`src/rtl/tick_multi.sv`:
```
// ============================================================================
// Module   : tick_multi
// Purpose  : Multi-channel, runtime-programmable tick generator. Each channel
//            has its own divisor, periodic/one-shot mode, pause and stop.
// Revision : 1.0  initial release
// ============================================================================
`default_nettype none

module tick_multi #(
    parameter int P_CHANNELS    = 4,
    parameter int P_WIDTH       = 26,
    parameter int P_DEFAULT_DIV = 50_000_000
) (
    input  logic                          i_clk,
    input  logic                          i_rst,
    input  logic [P_CHANNELS*P_WIDTH-1:0] i_div,
    input  logic [P_CHANNELS-1:0]         i_load,
    input  logic [P_CHANNELS-1:0]         i_start,
    input  logic [P_CHANNELS-1:0]         i_oneshot,
    input  logic [P_CHANNELS-1:0]         i_pause,
    input  logic [P_CHANNELS-1:0]         i_stop,
    output logic [P_CHANNELS-1:0]         o_tick,
    output logic [P_CHANNELS-1:0]         o_busy
);

    localparam logic [P_WIDTH-1:0] C_ONE     = P_WIDTH'(1);
    localparam logic [P_WIDTH-1:0] C_DEFAULT = P_WIDTH'(P_DEFAULT_DIV);

    typedef enum logic [1:0] {
        S_IDLE  = 2'd0,
        S_RUN   = 2'd1,
        S_PAUSE = 2'd2
    } state_t;

    for (genvar c = 0; c < P_CHANNELS; c++) begin : g_ch
        logic [P_WIDTH-1:0] w_div;
        logic [P_WIDTH-1:0] w_reload;
        logic [P_WIDTH-1:0] shadow_q, shadow_d;
        logic [P_WIDTH-1:0] cnt_q, cnt_d;
        state_t             state_q, state_d;
        logic               oneshot_q, oneshot_d;
        logic               tick_q, tick_d;
        logic               busy_q;

        assign w_div = i_div[c*P_WIDTH +: P_WIDTH];

        // The active period lives in the counter: every reload takes N from
        // the shadow (including a same-cycle load), so a mid-run load only
        // affects periods that begin after it.
        always_comb begin
            shadow_d = shadow_q;
            if (i_load[c]) begin
                shadow_d = (w_div == '0) ? C_ONE : w_div;
            end
            w_reload = shadow_d - C_ONE;
        end

        always_comb begin
            state_d   = state_q;
            cnt_d     = cnt_q;
            oneshot_d = oneshot_q;
            tick_d    = 1'b0;
            if (i_stop[c]) begin
                state_d = S_IDLE;
                cnt_d   = '0;
            end else if (i_start[c]) begin
                state_d   = S_RUN;
                cnt_d     = w_reload;
                oneshot_d = i_oneshot[c];
            end else begin
                case (state_q)
                    S_RUN, S_PAUSE: begin
                        // Leaving PAUSE counts in the same cycle so the tick
                        // slips by exactly the number of paused cycles.
                        if (i_pause[c]) begin
                            state_d = S_PAUSE;
                        end else begin
                            state_d = S_RUN;
                            if (cnt_q == '0) begin
                                tick_d = 1'b1;
                                if (oneshot_q) begin
                                    state_d = S_IDLE;
                                end else begin
                                    cnt_d = w_reload;
                                end
                            end else begin
                                cnt_d = cnt_q - C_ONE;
                            end
                        end
                    end
                    default: begin
                        state_d = S_IDLE;
                    end
                endcase
            end
        end

        always_ff @(posedge i_clk) begin
            if (i_rst) begin
                state_q   <= S_IDLE;
                cnt_q     <= '0;
                shadow_q  <= C_DEFAULT;
                oneshot_q <= 1'b0;
                tick_q    <= 1'b0;
                busy_q    <= 1'b0;
            end else begin
                state_q   <= state_d;
                cnt_q     <= cnt_d;
                shadow_q  <= shadow_d;
                oneshot_q <= oneshot_d;
                tick_q    <= tick_d;
                busy_q    <= (state_d != S_IDLE);
            end
        end

        assign o_tick[c] = tick_q;
        assign o_busy[c] = busy_q;
    end

endmodule

`default_nettype wire

```
`config.mk`:
```
export PLATFORM = sky130hd
export DESIGN_NAME = tick_multi
export DESIGN_NICKNAME = d
export VERILOG_FILES = /design/src/rtl/tick_multi.sv
export SDC_FILE = /design/constraint.sdc
export NUM_CORES = 1
export LEC_CHECK = 0
export CAP_MARGIN = 30
export CORE_MARGIN = 3
export CORE_UTILIZATION = 53
export DETAILED_ROUTE_END_ITERATION = 8
export PLACE_DENSITY = 0.78
export SYNTH_ARGS = -nofsm -noshare
export SYNTH_HDL_FRONTEND = slang
export SYNTH_SLANG_ARGS = --single-unit
```
`constraint.sdc`:
```
create_clock -name i_clk -period 3.34 [get_ports i_clk]
set_input_delay 0.334 -clock i_clk [delete_from_list [all_inputs] [get_ports i_clk]]
set_output_delay 0.334 -clock i_clk [all_outputs]
set_load 0.02 [all_outputs]
```
==> summary.md, run 1 <==
| Metric | Value |
|---|---|
| Status | `finished, final reports clean` |
| CP endpoint kind | `register` |
| Highest Clock Rate | `0.3427 GHz` |
| Post-Synth Adder-Cell Area | `0.007383` |
| Final min period | `2.918 ns` |
| Via count | `13670` |
| R2r setup slk | `0.49 ns` |
| Gpl congestion | `0.9452` |
| Post-Syn Nets | `1847` |
| Fraction of layout cells with a size suffix above 1 | `0.1019` |
| YS warnings | `0` |
| Core Rows | `57` |
| Tcrit/Tclk final | `0.8737` |
| Hold WC Path Type | `primary input to register` |
| Post-CTS setup buffers | `0` |
| P_sw | `2510 uW` |
| Total congestion overflow | `0` |
| CP Class | `primary input to register` |
| CTS Buf Count | `26` |
| Post-synth EDFFs | `0` |
| Placed cells | `2184` |
| Worst hold stages | `2` |
| Number of nets with antenna violations after routing | `0` |
| Synth Area in Compound Gates | `0.1838` |
| Max-cap violations | `0` |
| Hold_buf cts | `0` |
| Number of fill cells | `2070` |
| CP startpoint kind | `primary input` |
| Slew margin rel. | `0.4998` |
| # resized after CTS | `0` |
| Clk pwr share | `0.364` |
| Die X | `165.9 um` |
| Unique masters post-synth | `90` |
| Vias in the first global route | `13140` |
| Design area | `16470 sq um` |
| Initial DRC count | `1344` |
| Initial antenna violation count | `0` |
| CTS H-tree depth | `1` |
| CTS tree | `built` |
| Vias/cell | `6.133` |
| FFs w/ async S/R, synth | `0` |
| Cell-internal power | `5454 uW` |
| Worst reg2reg path depth | `10` |
| Full die area | `27530 sq um` |
| Final antenna diode count | `0` |
| Final Hold Fails | `0` |
| Clk sinks | `228` |
| Hold Path Origin | `i_rst` |
| Primary FF master, synth | `dfxtp_1` |
| DP Area | `15610 sq um` |
| RSZ-0062 raised after global routing | `no` |
| Largest net degree at the start of global routing | `65` |
| Setup Skew | `0.01722 ns` |
| CP max stage cell | `clkdlybuf4s50_1` |
| Hold EP | `g_ch[0].oneshot_q` |
| Crit-path max FO | `8` |
| Setup Viol. Count Final | `0` |
| Max VDD drop | `0.0004123 V` |
| Starting Density | `0.5478` |
| Area share of and/or/nand/nor cells after synthesis | `0.2845` |
| Sequential-to-total area share from yosys stat | `0.3367` |
| Most used cell, CP | `buf_4` |
| Seq pwr share | `0.379` |
| Post-synthesis mux area share | `0.08260` |
| Post-Syn Area | `13560 sq um` |
| I/O Pins | `134` |
| Sw frac | `0.3152` |
| Slew @ Worst Pin | `0.7503 ns` |
| R2r startpoint | `g_ch[3].cnt_q[0]` |
| Worst EP required | `3.73 ns` |
| Syn Area/Cell | `7.914 sq um` |
| Routed WL | `39740 um` |
| Pleak | `0.006376 uW` |
| Util after Layout | `0.6654` |
| Largest family of logic cells by synthesized area | `simple AND/OR/NAND/NOR gates` |
| GRT Total Usage | `0.2743` |
| Clk root buf | `clkbuf_16` |
| Worst R2R End | `g_ch[3].cnt_q[19]` |
| PD cells | `483.6 nW/um^2` |
| DRC Markers | `0` |
| Clock insertion delay at the later pin of the skew report | `0.53 ns` |
| Yosys reg bits | `228` |
| Final cell count without fillers | `2228` |
| Clock Path Buffers | `3` |
| Final nets | `2022` |
| Die Span Y | `165.9 um` |
| First-pass GRT wire length | `64970 um` |
| Port Buffers | `133` |
| Clock Pin Slew Worst Setup and Hold Paths | `0.06 ns` |
| Cell count after synthesis | `1713` |
| Post-DP HPWL | `29480 um` |
| Crit path DAT | `3.31 ns` |
| Avg WL per Cell | `17.84 um` |
| Critical-path cell list | `clkdlybuf4s50_1 > nor4_1 > buf_4 > and4_1 > nor4b_1 > a21oi_1 > a21o_1 > ha_1 > o21ai_1 > buf_4 > a211o_1 > nor3_1 > xor2_1 > mux2i_1 > o32ai_1` |
| Max-slew violation count | `0` |
| Area growth syn-to-layout | `21.47%` |
| Crit-path max cell delay | `0.42 ns` |
| CORE AREA | `24750 sq um` |
| Drt pass-1 iters | `7` |
| Post-synthesis xor/xnor area fraction | `0.06654` |
| Combinational power share | `0.257` |
==> worst max path at each step <==
stage / to / startpoint / depth (start not counted)
3_5_place_dp: g_ch[3].cnt_q[8] / i_div[98] / 15
6_report: g_ch[3].cnt_q[18] / i_div[95] / 15
5_1_grt: g_ch[3].cnt_q[6] / i_div[95] / 15
4_1_cts: g_ch[3].cnt_q[8] / i_div[98] / 15
3_3_place_gp: g_ch[3].cnt_q[8] / i_div[98] / 15
2_1_floorplan: g_ch[3].cnt_q[8] / i_load[3] / 13
==> power groups by stage <==
| stage | Sequential [uW] | Combinational (uW) | Clock [uW] |
|---|---|---|---|
| global route | 3030 | 2260 | 3040 |
| floorplan | 3030 | 1330 | 0 |
| finish | 3020 | 2050 | 2900 |
| detailed placement | 3070 | 2000 | 0 |
| global placement | 3060 | 1960 | 0 |
| CTS | 3010 | 2010 | 2930 |
==> per-stage QoR <==
| step | setup TNS (ns) | power, uW | hold WS (ns) | setup slack, ns |
|---|---|---|---|---|
| finish | 0 | 7964 | 0.2000 | 0.4217 |
| global route | 0 | 8329 | 0.2185 | 0.1341 |
| CTS | 0 | 7953 | 0.1818 | 0.4987 |
| detailed placement | -0.06903 | 5069 | 0.4603 | -0.04784 |
| global placement | 0 | 5025 | 0.4536 | 0.02004 |
| floorplan | 0 | 4366 | 0.4383 | 0.05100 |
==> synthesized netlist by cell type, types with 9 or more instances <==
master | number | area share
buf_4 | 9 | 0.0050
nand4_1 | 23 | 0.011
and3_1 | 26 | 0.012
nand3_1 | 34 | 0.013
clkbuf_1 | 46 | 0.013
o211ai_1 | 18 | 0.010
nor2_1 | 199 | 0.055
dfxtp_1 | 228 | 0.34
nand3b_1 | 10 | 0.0055
xor2_1 | 46 | 0.030
nor4_1 | 54 | 0.025
o21ai_1 | 15 | 0.0055
or3_1 | 28 | 0.013
nor3_1 | 97 | 0.036
nand2_1 | 144 | 0.040
or4_1 | 12 | 0.0066
o21ai_0 | 110 | 0.041
a211oi_1 | 11 | 0.0061
o22ai_1 | 25 | 0.012
inv_1 | 39 | 0.011
buf_2 | 18 | 0.0066
nand2b_1 | 23 | 0.011
nor2b_1 | 11 | 0.0051
a21oi_1 | 99 | 0.037
a31oi_1 | 20 | 0.0092
xnor2_1 | 57 | 0.037
or2_2 | 16 | 0.0074
nor3b_1 | 23 | 0.013
mux2i_1 | 104 | 0.077
==> layout make-up <==
cell class	instances	area [sq um]	area share
Tap cell	324	405.4	0.02462
Clock inverter	9	102.6	0.006231
Clock buffer	35	755.7	0.04589
Timing Repair Buffer	226	2007	0.1219
Multi-Input combinational cell	1365	8478	0.5149
Sequential cell	228	4564	0.2772
Inverter	41	153.9	0.009346
==> cell usage in the layout (no fill, tap or decap), types with 10 or more instances in the layout <==
cell             count
dfxtp_1            228
nor2_1             199
nand2_1            144
clkdlybuf4s50_1    128
o21ai_0            110
mux2i_1            104
a21oi_1             99
nor3_1              97
buf_4               92
xnor2_1             57
nor4_1              54
xor2_1              46
inv_1               39
nand3_1             34
or3_1               28
clkbuf_16           27
and3_1              26
o22ai_1             25
nand4_1             23
nand2b_1            23
nor3b_1             23
a31oi_1             20
o211ai_1            18
or2_2               16
o21ai_1             15
or4_1               12
a211oi_1            11
nor2b_1             11
nand3b_1            10
==> worst max-delay path, delay by kind of cell <==
kind,cells,cell delay (ns)
and+or+nand+nor,4,0.96
muxes,1,0.14
buffers and inverters,3,0.79
adders and majority gates,1,0.21
xor gates and xnor gates,1,0.14
AOI/OAI and AO/OA,5,0.71
==> cells by family after synthesis <==
family | after synthesis
and+or+nand+nor | 749
adders and majority gates | 8
AOI/OAI and AO/OA | 394
buffers and inverters | 120
xor gates and xnor gates | 103
DFF | 228
muxes | 111
==> sequential cells by signal, summed over array words and instances (netlist names) <==
register        flops
g_ch.state_q        8
g_ch.tick_q         4
g_ch.busy_q         4
g_ch.shadow_q     104
g_ch.oneshot_q      4
g_ch.cnt_q        104
==> per-layer routing <==
metal / wire (um) / track usage / vias up
li1: - / - / 6652
met1: 17370 / 0.3649 / 6370
met2: 18430 / 0.4564 / 562
met3: 2727 / 0.04308 / 81
met4: 1213 / 0.09259 / 0
met5: 0 / 0 / -
Power figures use the tool's default switching activity.
==> run 2, diff against run 1 <==
--- a/config.mk
+++ b/config.mk
@@ -5,6 +5,7 @@
 export SDC_FILE = /design/constraint.sdc
 export NUM_CORES = 1
 export LEC_CHECK = 0
+export ABC_CLOCK_PERIOD_IN_PS = 3340
 export CAP_MARGIN = 30
 export CORE_MARGIN = 3
 export CORE_UTILIZATION = 53
==> results of run 2 <==
No change in the layout: final DEF, timing and power equal those of run 1.
